<file path="src/rtl/multdiv_iter.sv">
// Iterative radix-2 multiply / restoring divide unit sharing one datapath and FSM.
// Define MULTDIV_ITER_EARLY_OUT_EN to finish divide-by-zero and multiply-by-zero in one cycle.
module multdiv_iter #(
  parameter int unsigned WIDTH = 32
) (
  input  logic             clock,
  input  logic             reset_n,
  input  logic [WIDTH-1:0] data_operandA,
  input  logic [WIDTH-1:0] data_operandB,
  input  logic             ctrl_MULT,
  input  logic             ctrl_DIV,
  input  logic             ctrl_signed,
  output logic [WIDTH-1:0] data_result,
  output logic [WIDTH-1:0] data_result_hi,
  output logic             data_exception,
  output logic             data_resultRDY,
  output logic             busy
);

  localparam int unsigned CntW = $clog2(WIDTH);

  typedef enum logic [1:0] {StIdle, StCalc, StFix, StDone} state_e;

  state_e            state_q, state_d;
  logic [CntW-1:0]   cnt_q, cnt_d;
  logic [WIDTH:0]    acc_q, acc_d;
  logic [WIDTH-1:0]  lo_q, lo_d;
  logic [WIDTH-1:0]  mcand_q, mcand_d;
  logic [WIDTH-1:0]  a_q;
  logic              op_div_q, signed_q, neg_res_q, neg_a_q, b_zero_q, ovf_q;
  logic [WIDTH-1:0]  res_lo_q, res_lo_d, res_hi_q, res_hi_d;
  logic              exc_q, exc_d;

  logic              start, start_div, early;
  logic              neg_a_in, neg_b_in;
  logic [WIDTH-1:0]  mag_a_in, mag_b_in;

  assign start     = ctrl_MULT | ctrl_DIV;
  assign start_div = ~ctrl_MULT & ctrl_DIV;
  assign neg_a_in  = ctrl_signed & data_operandA[WIDTH-1];
  assign neg_b_in  = ctrl_signed & data_operandB[WIDTH-1];
  assign mag_a_in  = neg_a_in ? -data_operandA : data_operandA;
  assign mag_b_in  = neg_b_in ? -data_operandB : data_operandB;

`ifdef MULTDIV_ITER_EARLY_OUT_EN
  assign early = start & (start_div ? (data_operandB == '0)
                                    : ((data_operandA == '0) | (data_operandB == '0)));
`else
  assign early = 1'b0;
`endif

  // One radix-2 step for each operation.
  logic [WIDTH:0]   mul_sum, rem_sh;
  logic [WIDTH+1:0] div_diff;
  logic             div_ge;

  assign mul_sum  = acc_q + {1'b0, (lo_q[0] ? mcand_q : '0)};
  assign rem_sh   = {acc_q[WIDTH-1:0], lo_q[WIDTH-1]};
  assign div_diff = {1'b0, rem_sh} - {2'b00, mcand_q};
  assign div_ge   = ~div_diff[WIDTH+1];

  // Sign correction and exception evaluated while in FIX.
  logic [2*WIDTH-1:0] prod_mag, prod;
  logic [WIDTH-1:0]   quo, rem;
  logic [WIDTH-1:0]   fix_lo, fix_hi;
  logic               fix_exc;

  assign prod_mag = {acc_q[WIDTH-1:0], lo_q};
  assign prod     = neg_res_q ? -prod_mag : prod_mag;
  assign quo      = neg_res_q ? -lo_q : lo_q;
  assign rem      = neg_a_q ? -acc_q[WIDTH-1:0] : acc_q[WIDTH-1:0];

  always_comb begin
    fix_lo  = prod[WIDTH-1:0];
    fix_hi  = prod[2*WIDTH-1:WIDTH];
    fix_exc = signed_q ? (prod[2*WIDTH-1:WIDTH] != {WIDTH{prod[WIDTH-1]}})
                       : (prod[2*WIDTH-1:WIDTH] != '0);
    if (op_div_q) begin
      if (b_zero_q) begin
        fix_lo  = '0;
        fix_hi  = a_q;
        fix_exc = 1'b1;
      end else begin
        fix_lo  = quo;
        fix_hi  = rem;
        fix_exc = ovf_q;
      end
    end
  end

  always_comb begin
    state_d  = state_q;
    cnt_d    = cnt_q;
    acc_d    = acc_q;
    lo_d     = lo_q;
    mcand_d  = mcand_q;
    res_lo_d = res_lo_q;
    res_hi_d = res_hi_q;
    exc_d    = exc_q;
    if (start) begin
      // A start in any state (re)launches; whatever was in flight is dropped.
      state_d = early ? StDone : StCalc;
      cnt_d   = '0;
      acc_d   = '0;
      lo_d    = start_div ? mag_a_in : mag_b_in;
      mcand_d = start_div ? mag_b_in : mag_a_in;
      if (early) begin
        res_lo_d = '0;
        res_hi_d = start_div ? data_operandA : '0;
        exc_d    = start_div;
      end
    end else begin
      unique case (state_q)
        StCalc: begin
          cnt_d = cnt_q + CntW'(1);
          if (op_div_q) begin
            acc_d = div_ge ? div_diff[WIDTH:0] : rem_sh;
            lo_d  = {lo_q[WIDTH-2:0], div_ge};
          end else begin
            acc_d = {1'b0, mul_sum[WIDTH:1]};
            lo_d  = {mul_sum[0], lo_q[WIDTH-1:1]};
          end
          if (cnt_q == CntW'(WIDTH - 1)) state_d = StFix;
        end
        StFix: begin
          state_d  = StDone;
          res_lo_d = fix_lo;
          res_hi_d = fix_hi;
          exc_d    = fix_exc;
        end
        StDone:  state_d = StIdle;
        default: state_d = StIdle;
      endcase
    end
  end

  always_ff @(posedge clock) begin
    if (!reset_n) begin
      state_q  <= StIdle;
      res_lo_q <= '0;
      res_hi_q <= '0;
      exc_q    <= 1'b0;
    end else begin
      state_q  <= state_d;
      res_lo_q <= res_lo_d;
      res_hi_q <= res_hi_d;
      exc_q    <= exc_d;
    end
  end

  always_ff @(posedge clock) begin
    cnt_q   <= cnt_d;
    acc_q   <= acc_d;
    lo_q    <= lo_d;
    mcand_q <= mcand_d;
    if (start) begin
      a_q       <= data_operandA;
      op_div_q  <= start_div;
      signed_q  <= ctrl_signed;
      neg_res_q <= neg_a_in ^ neg_b_in;
      neg_a_q   <= neg_a_in;
      b_zero_q  <= (data_operandB == '0);
      ovf_q     <= ctrl_signed & (data_operandA == {1'b1, {(WIDTH-1){1'b0}}})
                   & (data_operandB == '1);
    end
  end

  assign data_result    = res_lo_q;
  assign data_result_hi = res_hi_q;
  assign data_exception = exc_q;
  assign data_resultRDY = (state_q == StDone);
  assign busy           = (state_q != StIdle);

endmodule

</file>
<file path="config.mk">
export PLATFORM = sky130hd
export DESIGN_NAME = multdiv_iter
export DESIGN_NICKNAME = d
export VERILOG_FILES = /design/src/rtl/multdiv_iter.sv
export SDC_FILE = /design/constraint.sdc
export NUM_CORES = 1
export LEC_CHECK = 0
export ABC_AREA = 1
export CORE_UTILIZATION = 30
export DETAILED_ROUTE_END_ITERATION = 8
export PLACE_DENSITY = 0.43
export SYNTH_ARGS = -nofsm -noshare
export SYNTH_HDL_FRONTEND = slang
export SYNTH_SLANG_ARGS = --single-unit
</file>
<file path="constraint.sdc">
create_clock -name clock -period 5 [get_ports clock]
set_clock_uncertainty 0.2 [all_clocks]
set_input_delay 0.75 -clock clock [delete_from_list [all_inputs] [get_ports clock]]
set_output_delay 0.75 -clock clock [all_outputs]
set_load 0.005 [all_outputs]
</file>
==> flow_metrics.env <==
export IMPL_num_io_pins=136
export IMPL_critPathLaunchType="flip-flop"
export IMPL_use_met2_pct=45.5
export IMPL_cts_root_buf="clkbuf_16"
export IMPL_syn_nets=2838
export IMPL_hold_depth=2
export IMPL_path_clk_slew_ns=0.06
export IMPL_hp_class="flip-flop to flip-flop"
export IMPL_dieHeight_um=244
export IMPL_p_leak_nw=9.22
export IMPL_finalSetupViolations=0
export IMPL_power_per_cell_area_nw_per_um2=303
export IMPL_globalRouteMet1Util_pct=37.4
export IMPL_synth_area_leaders="edfxtp_1 (17%), nand2_1 (14%), dfxtp_1 (12%)"
export IMPL_tns_ns=0
export IMPL_rr_worst_depth=14
export IMPL_synth_edf_count=102
export IMPL_worstPathArrival_ns=4.08
export IMPL_cts_hold_buffers=0
export IMPL_drcViolationCount=0
export IMPL_hold_start="data_result_hi[3]"
export IMPL_cts_buffers=29
export IMPL_insertion_delay_ns=0.59
export IMPL_status="complete, no violations"
export IMPL_place_congestion=0.980
export IMPL_first_pass_iters=6
export IMPL_slowest_delay_ns=0.87
export IMPL_rsz0062_at_grt="false"
export IMPL_grt_max_degree=64
export IMPL_num_vias=19000
export IMPL_grt_pass1_vias=18500
export IMPL_fmax_ghz=0.261
export IMPL_cts_tree="built"
export IMPL_hold_end="data_result_hi[3]"
export IMPL_nets=2940
export IMPL_postCtsSetupBuffers=0
export IMPL_post_drt_wl_per_cell_um=23.7
export IMPL_r2r_end="acc_q[27]"
export IMPL_ys_flop_type="dfxtp_1"
export IMPL_crit_type="flip-flop to flip-flop"
export IMPL_die_area_sq_um=59700
export IMPL_critPathBufInv=2
export IMPL_cp_required_ns=5.26
export IMPL_async_flop_share_pct=0
export IMPL_syn_cell_area_sq_um=17600
export IMPL_relSlewSlack_pct=28.0
export IMPL_antenna_found_initial=1
export IMPL_drt_iter0_drc=1706
export IMPL_grtUsageMet3_pct=2.95
export IMPL_path_cells="buf_4, nand2_1, inv_1, ha_1, a21oi_1, o21ai_0, a21o_1, nand2_1, nand2_1, a21oi_1, o21ai_0, or2_2, nand2_1, a31oi_1"
export IMPL_die_w_um=244
export IMPL_timing_rr_start="lo_q[0]"
export IMPL_crit_top_cell="nand2_1"
export IMPL_cts_max_level=1
export IMPL_crit_family="compound AO/OA/AOI/OAI gates"
export IMPL_grt_total_usage_pct=27.9
export IMPL_power_total_mw=6.30
export IMPL_yosysWarnings=0
export IMPL_synth_top_area_cell="edfxtp_1"
export IMPL_finalHoldViolations=0
export IMPL_grt_ovfl_total=0
export IMPL_placed_area_sq_um=19800
export IMPL_port_buffers=135
export IMPL_dpl_hpwl_um=68200
export IMPL_max_cap_violations=0
export IMPL_period_minus_slack_ns=3.83
export IMPL_tightestPinTransition_ns=1.08
export IMPL_final_util_pct=36.0
export IMPL_avgSynthCellArea_sq_um=6.54
export IMPL_post_route_period_util_pct=76.5
export IMPL_cts_resized=0
export IMPL_fillCellCount=6320
export IMPL_core_area_sq_um=57800
export IMPL_initial_utilization_pct=30.5
export IMPL_yosysUniqueCellTypes=53
export IMPL_area_delta_synth_final_pct=18.2
export IMPL_fin_area_sq_um=20800
export IMPL_clkSinkCount=207
export IMPL_hold_worst_slack_ns=0.265
export IMPL_slew_viol_final=0
export IMPL_drtAntennaViolNets=0
export IMPL_grt_busiest_layer="met2"
export IMPL_clk_path_buf_depth=3
export IMPL_fp_row_count=88
export IMPL_synthCells=2692
export IMPL_regToRegSetupSlack_ns=1.17
export IMPL_yosysSeqAreaShare_pct=29.3
export IMPL_grt_pass1_wl_um=123000
export IMPL_via_per_inst=5.32
export IMPL_endpoint_kind="flip-flop"
export IMPL_peakVddDrop_mv=0.256
export IMPL_ys_ff_latch=207
export IMPL_drt_wl_total_um=85000
export IMPL_drive_above_1_share_pct=4.94
export IMPL_critical_path_slowest_cell="edfxtp_1"
export IMPL_cp_max_fo=22
export IMPL_synthDominantCellAreaShare_pct=17.4
export IMPL_antenna_cells=0
## through the flow
stage                     std cells  setup slack (ns)
after CTS                      3581              1.25
after global routing           3581             0.913
after floorplan                2692             0.592
after detailed placement       3528             0.953
final                          3581              1.17
after global placement         3528              1.04
## flip-flops by register name, summed over array words and instances, names as in the netlist, 2 cells and up
signal          count
cnt_q               5
data_result_hi     32
a_q                32
state_q             2
data_result        32
lo_q               32
acc_q              33
mcand_q            32
## worst reg2reg max path: cells and delay by family (launching register included)
kind / cells / cell delay [ns]
buf+inv: 2 / 0.52
compound gates: 6 / 1.14
flops: 1 / 0.87
simple gates: 5 / 0.70
fa+ha+maj: 1 / 0.30
## layout make-up
type,count,area [sq um],area share [%]
Multi-Input combinational cell,2054,10800,51.8
Sequential cell,207,5160,24.8
Timing Repair Buffer,174,1640,7.90
Inverter,328,1240,5.95
Tap cell,765,957,4.60
Clock buffer,40,868,4.17
Clock inverter,13,158,0.757
## cells by family (layout without fill, tap and decap cells)
group                      count (synthesis)  count (layout)  share of synthesized area, %
and+or+nand+nor                         1152            1152                          27.2
AOI/OAI and AO/OA                        691             691                          21.7
buffers and inverters                    431             555                          9.46
DFF                                      207             207                          29.3
xor gates and xnor gates                 133             133                          6.66
adders and majority gates                 77              77                          5.56
muxes                                      1               1                        0.0569
## Yosys cell counts, types with 11 or more instances
master / n
a21o_1: 13
a21oi_1: 272
a31oi_1: 43
buf_1: 11
clkbuf_1: 79
dfxtp_1: 105
edfxtp_1: 102
ha_1: 75
inv_1: 321
nand2_1: 663
nand3_1: 112
nand4_1: 36
nor2_1: 265
nor3_1: 21
nor4_1: 13
o211ai_1: 51
o21ai_0: 249
o21ai_1: 19
xnor2_1: 38
xor2_1: 94
## report_power, final
part           internal [mW]  switching [mW]  total, mW
clock network           1.36           0.878       2.24
registers               1.93           0.182       2.11
logic                  0.574            1.38       1.95
## per-layer routing
layer / vias to the layer above / wire length (um)
met1: 8984 / 37800
li1: 9188 / -
met2: 716 / 38500
met5: - / 13
met4: 2 / 3960
met3: 147 / 4640
## worst max path at each step
| stage | start | end | cells after the start | slack (ns) |
|---|---|---|---|---|
| after floorplan | ctrl_MULT | a_q[0] | 6 | 0.59 |
| after global placement | data_operandB[0] | mcand_q[30] | 13 | 1.04 |
| after detailed placement | data_operandB[0] | mcand_q[30] | 13 | 0.95 |
| after CTS | lo_q[0] | acc_q[27] | 14 | 1.25 |
| after global routing | lo_q[0] | acc_q[27] | 16 | 0.91 |
| final | lo_q[0] | acc_q[27] | 14 | 1.17 |
## cells in the final DEF (no fill, tap or decap), types with 94 or more instances in the layout
cell type and n:
nand2_1 662, dfxtp_1 105, xor2_1 94, o21ai_0 249, inv_1 320, nand3_1 112, a21oi_1 272, edfxtp_1 102
clkdlybuf4s50_1 135, nor2_1 263
Note: power is estimated with default switching activity, not from simulation.
